$ cat src/rtl/shift_seq_pkg.sv
// Shared encodings for the shift sequencer: register mode codes and FSM states.
package shift_seq_pkg;

  localparam logic [1:0] MODE_HOLD = 2'b00;
  localparam logic [1:0] MODE_SHR  = 2'b01;
  localparam logic [1:0] MODE_SHL  = 2'b10;
  localparam logic [1:0] MODE_LOAD = 2'b11;

  typedef enum logic [1:0] {
    IDLE  = 2'b00,
    LOAD  = 2'b01,
    SHIFT = 2'b10,
    DONE  = 2'b11
  } state_t;

endpackage

$ cat src/rtl/shift_seq_reg.sv
// Shift-register datapath: hold, zero-fill shift right/left, or parallel load per mode.
module shift_seq_reg
  import shift_seq_pkg::*;
#(
  parameter int WIDTH = 4
) (
  input  logic             clk,
  input  logic             rst,
  input  logic [1:0]       mode,
  input  logic [WIDTH-1:0] load_data,
  output logic [WIDTH-1:0] dout
);

  logic [WIDTH-1:0] dout_q, dout_d;

  // Next register value selected by mode
  always_comb begin
    dout_d = dout_q;
    case (mode)
      MODE_LOAD: dout_d = load_data;
      MODE_SHR:  dout_d = {1'b0, dout_q[WIDTH-1:1]};
      MODE_SHL:  dout_d = {dout_q[WIDTH-2:0], 1'b0};
      MODE_HOLD: dout_d = dout_q;
      default:   dout_d = dout_q;
    endcase
  end

  // Shift register state
  always_ff @(posedge clk or negedge rst) begin
    if (!rst) begin
      dout_q <= '0;
    end else begin
      dout_q <= dout_d;
    end
  end

  assign dout = dout_q;

endmodule

$ cat src/rtl/shift_sequencer.sv
// Command-driven shift sequencer: LOAD, count SHIFT cycles, one-cycle DONE.
// Define SHIFT_SEQ_CMD_FIFO_EN for a 2-entry command FIFO accepting while busy.
module shift_sequencer
  import shift_seq_pkg::*;
#(
  parameter int WIDTH = 4,
  parameter int CNT_W = 3
) (
  input  logic             clk,
  input  logic             rst,
  input  logic             cmd_valid,
  output logic             cmd_ready,
  input  logic [WIDTH-1:0] cmd_data,
  input  logic             cmd_dir,
  input  logic [CNT_W-1:0] cmd_count,
  input  logic             abort,
  output logic [1:0]       mode,
  output logic [WIDTH-1:0] dout,
  output logic             busy,
  output logic             done
);

  typedef struct packed {
    logic [WIDTH-1:0] data;
    logic             dir;
    logic [CNT_W-1:0] count;
  } cmd_t;

  localparam logic [CNT_W-1:0] CNT_ONE = CNT_W'(1);

  state_t           state_q, state_d;
  logic [CNT_W-1:0] rem_q, rem_d;
  logic             rdy_en_q;
  logic             accept_s;
  logic             more_s;
  cmd_t             in_s;
  cmd_t             head_s;

  assign in_s     = {cmd_data, cmd_dir, cmd_count};
  assign accept_s = cmd_valid && cmd_ready;

`ifdef SHIFT_SEQ_CMD_FIFO_EN
  // The executing command stays at the FIFO head until its DONE cycle retires it.
  cmd_t       fifo_q [2];
  logic       wr_ptr_q, rd_ptr_q;
  logic [1:0] cnt_q;
  logic       pop_s;

  assign pop_s     = (state_q == DONE);
  assign head_s    = fifo_q[rd_ptr_q];
  assign cmd_ready = rdy_en_q && !abort && (cnt_q != 2'd2);
  assign more_s    = (cnt_q == 2'd2) || ((cnt_q == 2'd1) && accept_s);

  // Command FIFO storage, pointers and occupancy
  always_ff @(posedge clk or negedge rst) begin
    if (!rst) begin
      fifo_q[0] <= '0;
      fifo_q[1] <= '0;
      wr_ptr_q  <= 1'b0;
      rd_ptr_q  <= 1'b0;
      cnt_q     <= 2'd0;
    end else if (abort) begin
      wr_ptr_q  <= 1'b0;
      rd_ptr_q  <= 1'b0;
      cnt_q     <= 2'd0;
    end else begin
      if (accept_s) begin
        fifo_q[wr_ptr_q] <= in_s;
        wr_ptr_q         <= ~wr_ptr_q;
      end
      if (pop_s) begin
        rd_ptr_q <= ~rd_ptr_q;
      end
      cnt_q <= cnt_q + {1'b0, accept_s} - {1'b0, pop_s};
    end
  end
`else
  cmd_t cmd_q;

  assign head_s    = cmd_q;
  assign cmd_ready = rdy_en_q && !abort && (state_q == IDLE);
  assign more_s    = 1'b0;

  // Single captured command, only written while idle
  always_ff @(posedge clk or negedge rst) begin
    if (!rst) begin
      cmd_q <= '0;
    end else if (accept_s) begin
      cmd_q <= in_s;
    end
  end
`endif

  // Holds off cmd_ready until the first edge after reset release
  always_ff @(posedge clk or negedge rst) begin
    if (!rst) begin
      rdy_en_q <= 1'b0;
    end else begin
      rdy_en_q <= 1'b1;
    end
  end

  // FSM state and remaining-shift counter
  always_ff @(posedge clk or negedge rst) begin
    if (!rst) begin
      state_q <= IDLE;
      rem_q   <= '0;
    end else begin
      state_q <= state_d;
      rem_q   <= rem_d;
    end
  end

  // Next state and register mode; abort freezes dout and returns to IDLE
  always_comb begin
    state_d = state_q;
    rem_d   = rem_q;
    mode    = MODE_HOLD;
    if (abort) begin
      state_d = IDLE;
    end else begin
      case (state_q)
        IDLE: begin
          if (accept_s) begin
            state_d = LOAD;
          end else begin
            state_d = IDLE;
          end
        end
        LOAD: begin
          mode  = MODE_LOAD;
          rem_d = head_s.count;
          if (head_s.count != '0) begin
            state_d = SHIFT;
          end else begin
            state_d = DONE;
          end
        end
        SHIFT: begin
          mode  = head_s.dir ? MODE_SHL : MODE_SHR;
          rem_d = rem_q - CNT_ONE;
          if (rem_q == CNT_ONE) begin
            state_d = DONE;
          end else begin
            state_d = SHIFT;
          end
        end
        DONE: begin
          if (more_s) begin
            state_d = LOAD;
          end else begin
            state_d = IDLE;
          end
        end
        default: state_d = IDLE;
      endcase
    end
  end

  assign busy = (state_q != IDLE);
  assign done = (state_q == DONE);

  shift_seq_reg #(
    .WIDTH(WIDTH)
  ) u_reg (
    .clk       (clk),
    .rst       (rst),
    .mode      (mode),
    .load_data (head_s.data),
    .dout      (dout)
  );

endmodule

$ cat config.mk
export PLATFORM = sky130hd
export DESIGN_NAME = shift_sequencer
export DESIGN_NICKNAME = d
export VERILOG_FILES = /design/src/rtl/shift_seq_pkg.sv /design/src/rtl/shift_seq_reg.sv /design/src/rtl/shift_sequencer.sv
export SDC_FILE = /design/constraint.sdc
export NUM_CORES = 1
export LEC_CHECK = 0
export ABC_AREA = 1
export CAP_MARGIN = 20
export CORE_UTILIZATION = 44
export DETAILED_ROUTE_END_ITERATION = 7
export PLACE_DENSITY = 0.72
export SYNTH_ARGS = -nofsm -noshare
export SYNTH_HDL_FRONTEND = slang
export SYNTH_SLANG_ARGS = --single-unit
$ cat constraint.sdc
create_clock -name clk -period 1.97 [get_ports clk]
set_clock_uncertainty 0.15 [all_clocks]
set_input_delay 0.197 -clock clk [delete_from_list [all_inputs] [get_ports clk]]
set_output_delay 0.197 -clock clk [all_outputs]
set_load 0.1 [all_outputs]
==> flow_summary_export.csv <==
group,metric,value,unit
clock_network,postCtsHoldBufs,0,
route,dr.pass1.iters,4,
clock_network,cts_sinks,18,
setup_path,rr_endpoint,"u_reg.dout[2]$_DFFE_PN0P_",
clock_network,insertion_delay,0.30,ns
clock_network,cts_made_buffers,3,
route,final_antenna_net_count,0,
global_routing,grt_usage,0.204,
power_and_ir_drop,power_density,1550,nW/um^2
clock_network,cts_tree,"done",
setup_path,cp-startpoint,"state_q[0]$_DFF_PN0_",
sta,hold_ws,0.0666,ns
synth,syn_area,1000,sq um
sta,min_period,1.94,ns
sta,slew_violations,0,
floorplanning,rows,16,
sta,rsz0062_at_grt,"true",
power_and_ir_drop,p_leak,0.696,nW
final_layout,antennaDiodeCount,0,
setup_path,timing.rr.start,"state_q[0]$_DFF_PN0_",
placed_design,routabilityCongestion,0.869,
final_layout,layout.core_utilization,0.717,
power_and_ir_drop,finalPower,0.00226,W
clock_network,clk_pin_slew,0.11,ns
setup_path,reg2regPathDepth,11,
synth,syn_area_per_cell,8.16,sq um
setup_path,cp.required,1.62,ns
clock_network,root_buffer,"clkbuf_4",
synth,synthDistinctLibCells,16,
setup_path,crit_arrival,1.60,ns
sta,finalCritPeriodShare,0.987,
clock_network,h-tree-depth,1,
synth,synth-seq-area-share,0.449,
global_routing,antenna_found_initial,0,
floorplanning,die_h,49.8,microns
setup_path,crit_type,"reg -> out",
route,wl_per_cell,12.3,microns
final_layout,multiInputGateArea,569,sq um
final_layout,fillerInstances,188,
synth,yosysTopAreaCellShare,0.449,
setup_path,end_kind,"primary output",
route,drt_iter0_markers,13,
route,finalWirelength,2.23,mm
placed_design,dp_hpwl,1.61,mm
floorplanning,start_util,0.491,
synth,syn_inst,123,
setup_path,r2r_slack,0.05,ns
global_routing,gr-total-overflow,0,
global_routing,grt_pass1_vias,856,
route,vias,892,
final_layout,syn2layout_area_growth,45.9,%
sta,setup_slack,0.0255,ns
floorplanning,die_w,49.8,microns
sta,hold_viol_final,0,
run_status,status,"completed",
placed_design,pre_cts_slack,0.0142,ns
global_routing,grt_max_degree,19,
final_layout,most-common-layout-cells,"nand2_1, dfrtp_1, buf_4",
flow_run,cap_violations,0,
placed_design,port_buffers,20,
power_and_ir_drop,ir_worst_vdd,1.07,mV
clock_network,clock_path_buffers,2,
final_layout,layout-drive-gt1-share,0.303,
route,via_per_inst,4.90,
synth,yosysTopAreaCell,"dfrtp_1",
min_path,worstHoldPathType,"in -> async",
global_routing,grt_pass1_wl,3.75,mm
floorplanning,die_area,2480,sq um
floorplanning,core,2040,sq um
synth,synth_warnings,0,
synth,ys_seq_elements,18,
synth,synth_fp_nets,145,
route,drc,0,
sta,fmax,0.514,GHz
setup_path,start_kind,"register",
setup_path,crit_fanout,5,
final_layout,final_common_cell,"nand2_1",
floorplanning,ios,21,
final_layout,nNetsFinal,178,
final_layout,seq_area,450,sq um
synth,yosys-top-cells-area,"dfrtp_1, ha_1, nand2_1, nand3_1, nor2_1",
sta,finalSetupViolations,0,
[per-layer routing]
| metal | wire [microns] | global-route usage | share of wire | up-vias |
|---|---|---|---|---|
| met3 | 123 | 0.0710 | 0.055 | 2 |
| met5 | 0 | 0 | 0 | - |
| met1 | 984 | 0.244 | 0.44 | 408 |
| li1 | - | - | - | 451 |
| met2 | 1110 | 0.358 | 0.50 | 31 |
| met4 | 13 | 0.0286 | 0.0058 | 0 |
[worst max path at each step]
stage | cells past startpoint | endpoint | slack [ns]
2_1_floorplan | 12 | u_reg.dout[1]$_DFFE_PN0P_ | -0.32
3_3_place_gp | 11 | u_reg.dout[2]$_DFFE_PN0P_ | 0.08
3_5_place_dp | 11 | u_reg.dout[2]$_DFFE_PN0P_ | 0.01
4_1_cts | 11 | u_reg.dout[2]$_DFFE_PN0P_ | 0.05
5_1_grt | 11 | u_reg.dout[1]$_DFFE_PN0P_ | -0.06
6_report | 6 | mode[0] | 0.03
[critical path: stages (launching register included)]
cell and delay (ns):
dfrtp_1 0.40, inv_2 0.09, ha_4 0.30, nand2_8 0.07, nor2_4 0.14, buf_4 0.14
buf_12 0.16
[kinds of logic (layout without fill, tap and decap cells)]
logic type	after synthesis	count (layout)	synth area share
buffers and inverters	17	49	0.0723
adders and majority gates	10	10	0.125
DFF	18	18	0.449
and+or+nand+nor	63	63	0.268
AOI/OAI and AO/OA	14	14	0.0823
other	1	1	0.00374
[power by group]
part / switching (W) / total, W / internal (W)
clock network: 0.000125 / 0.000238 / 0.000113
logic: 0.000919 / 0.00138 / 0.000458
registers: 0.000121 / 0.000649 / 0.000528
[flip-flops by register name, summed over array words and instances (netlist names)]
name	cells
rdy_en_q	1
state_q	2
cmd_q	8
rem_q	3
u_reg.dout	4
[per-stage QoR]
step / TNS, ns / std cells / area (sq um)
after floorplan: -1.24 / 123 / 1080
after global placement: 0 / 172 / 1360
after detailed placement: 0 / 172 / 1360
after CTS: 0 / 177 / 1410
after global routing: -0.164 / 182 / 1460
final: 0 / 182 / 1460
[timing repair]
action | CTS | global route
pin swaps | 0 | 8
gates resized for setup | 0 | 5
cloned | 0 | 0
setup endpoints to repair | 2 | 5
setup buffers | 1 | 5
[layout make-up]
type	count	area share
multi-input combinational	88	0.389
sequential	18	0.308
timing repair buffer	30	0.215
inverter	15	0.0402
clock buffer	4	0.0248
tap	27	0.0231
[cell usage after synthesis]
master    number
nand4_2        1
dfrtp_1       18
o21ai_0        3
buf_2          1
a21oi_2        2
nand2_1       30
conb_1         1
nand3_1       13
inv_2          2
inv_1         13
nor2_1        16
a21oi_1        7
ha_1          10
nor2_2         3
buf_6          1
o211ai_1       2
Note: power is estimated with default switching activity, not from simulation.
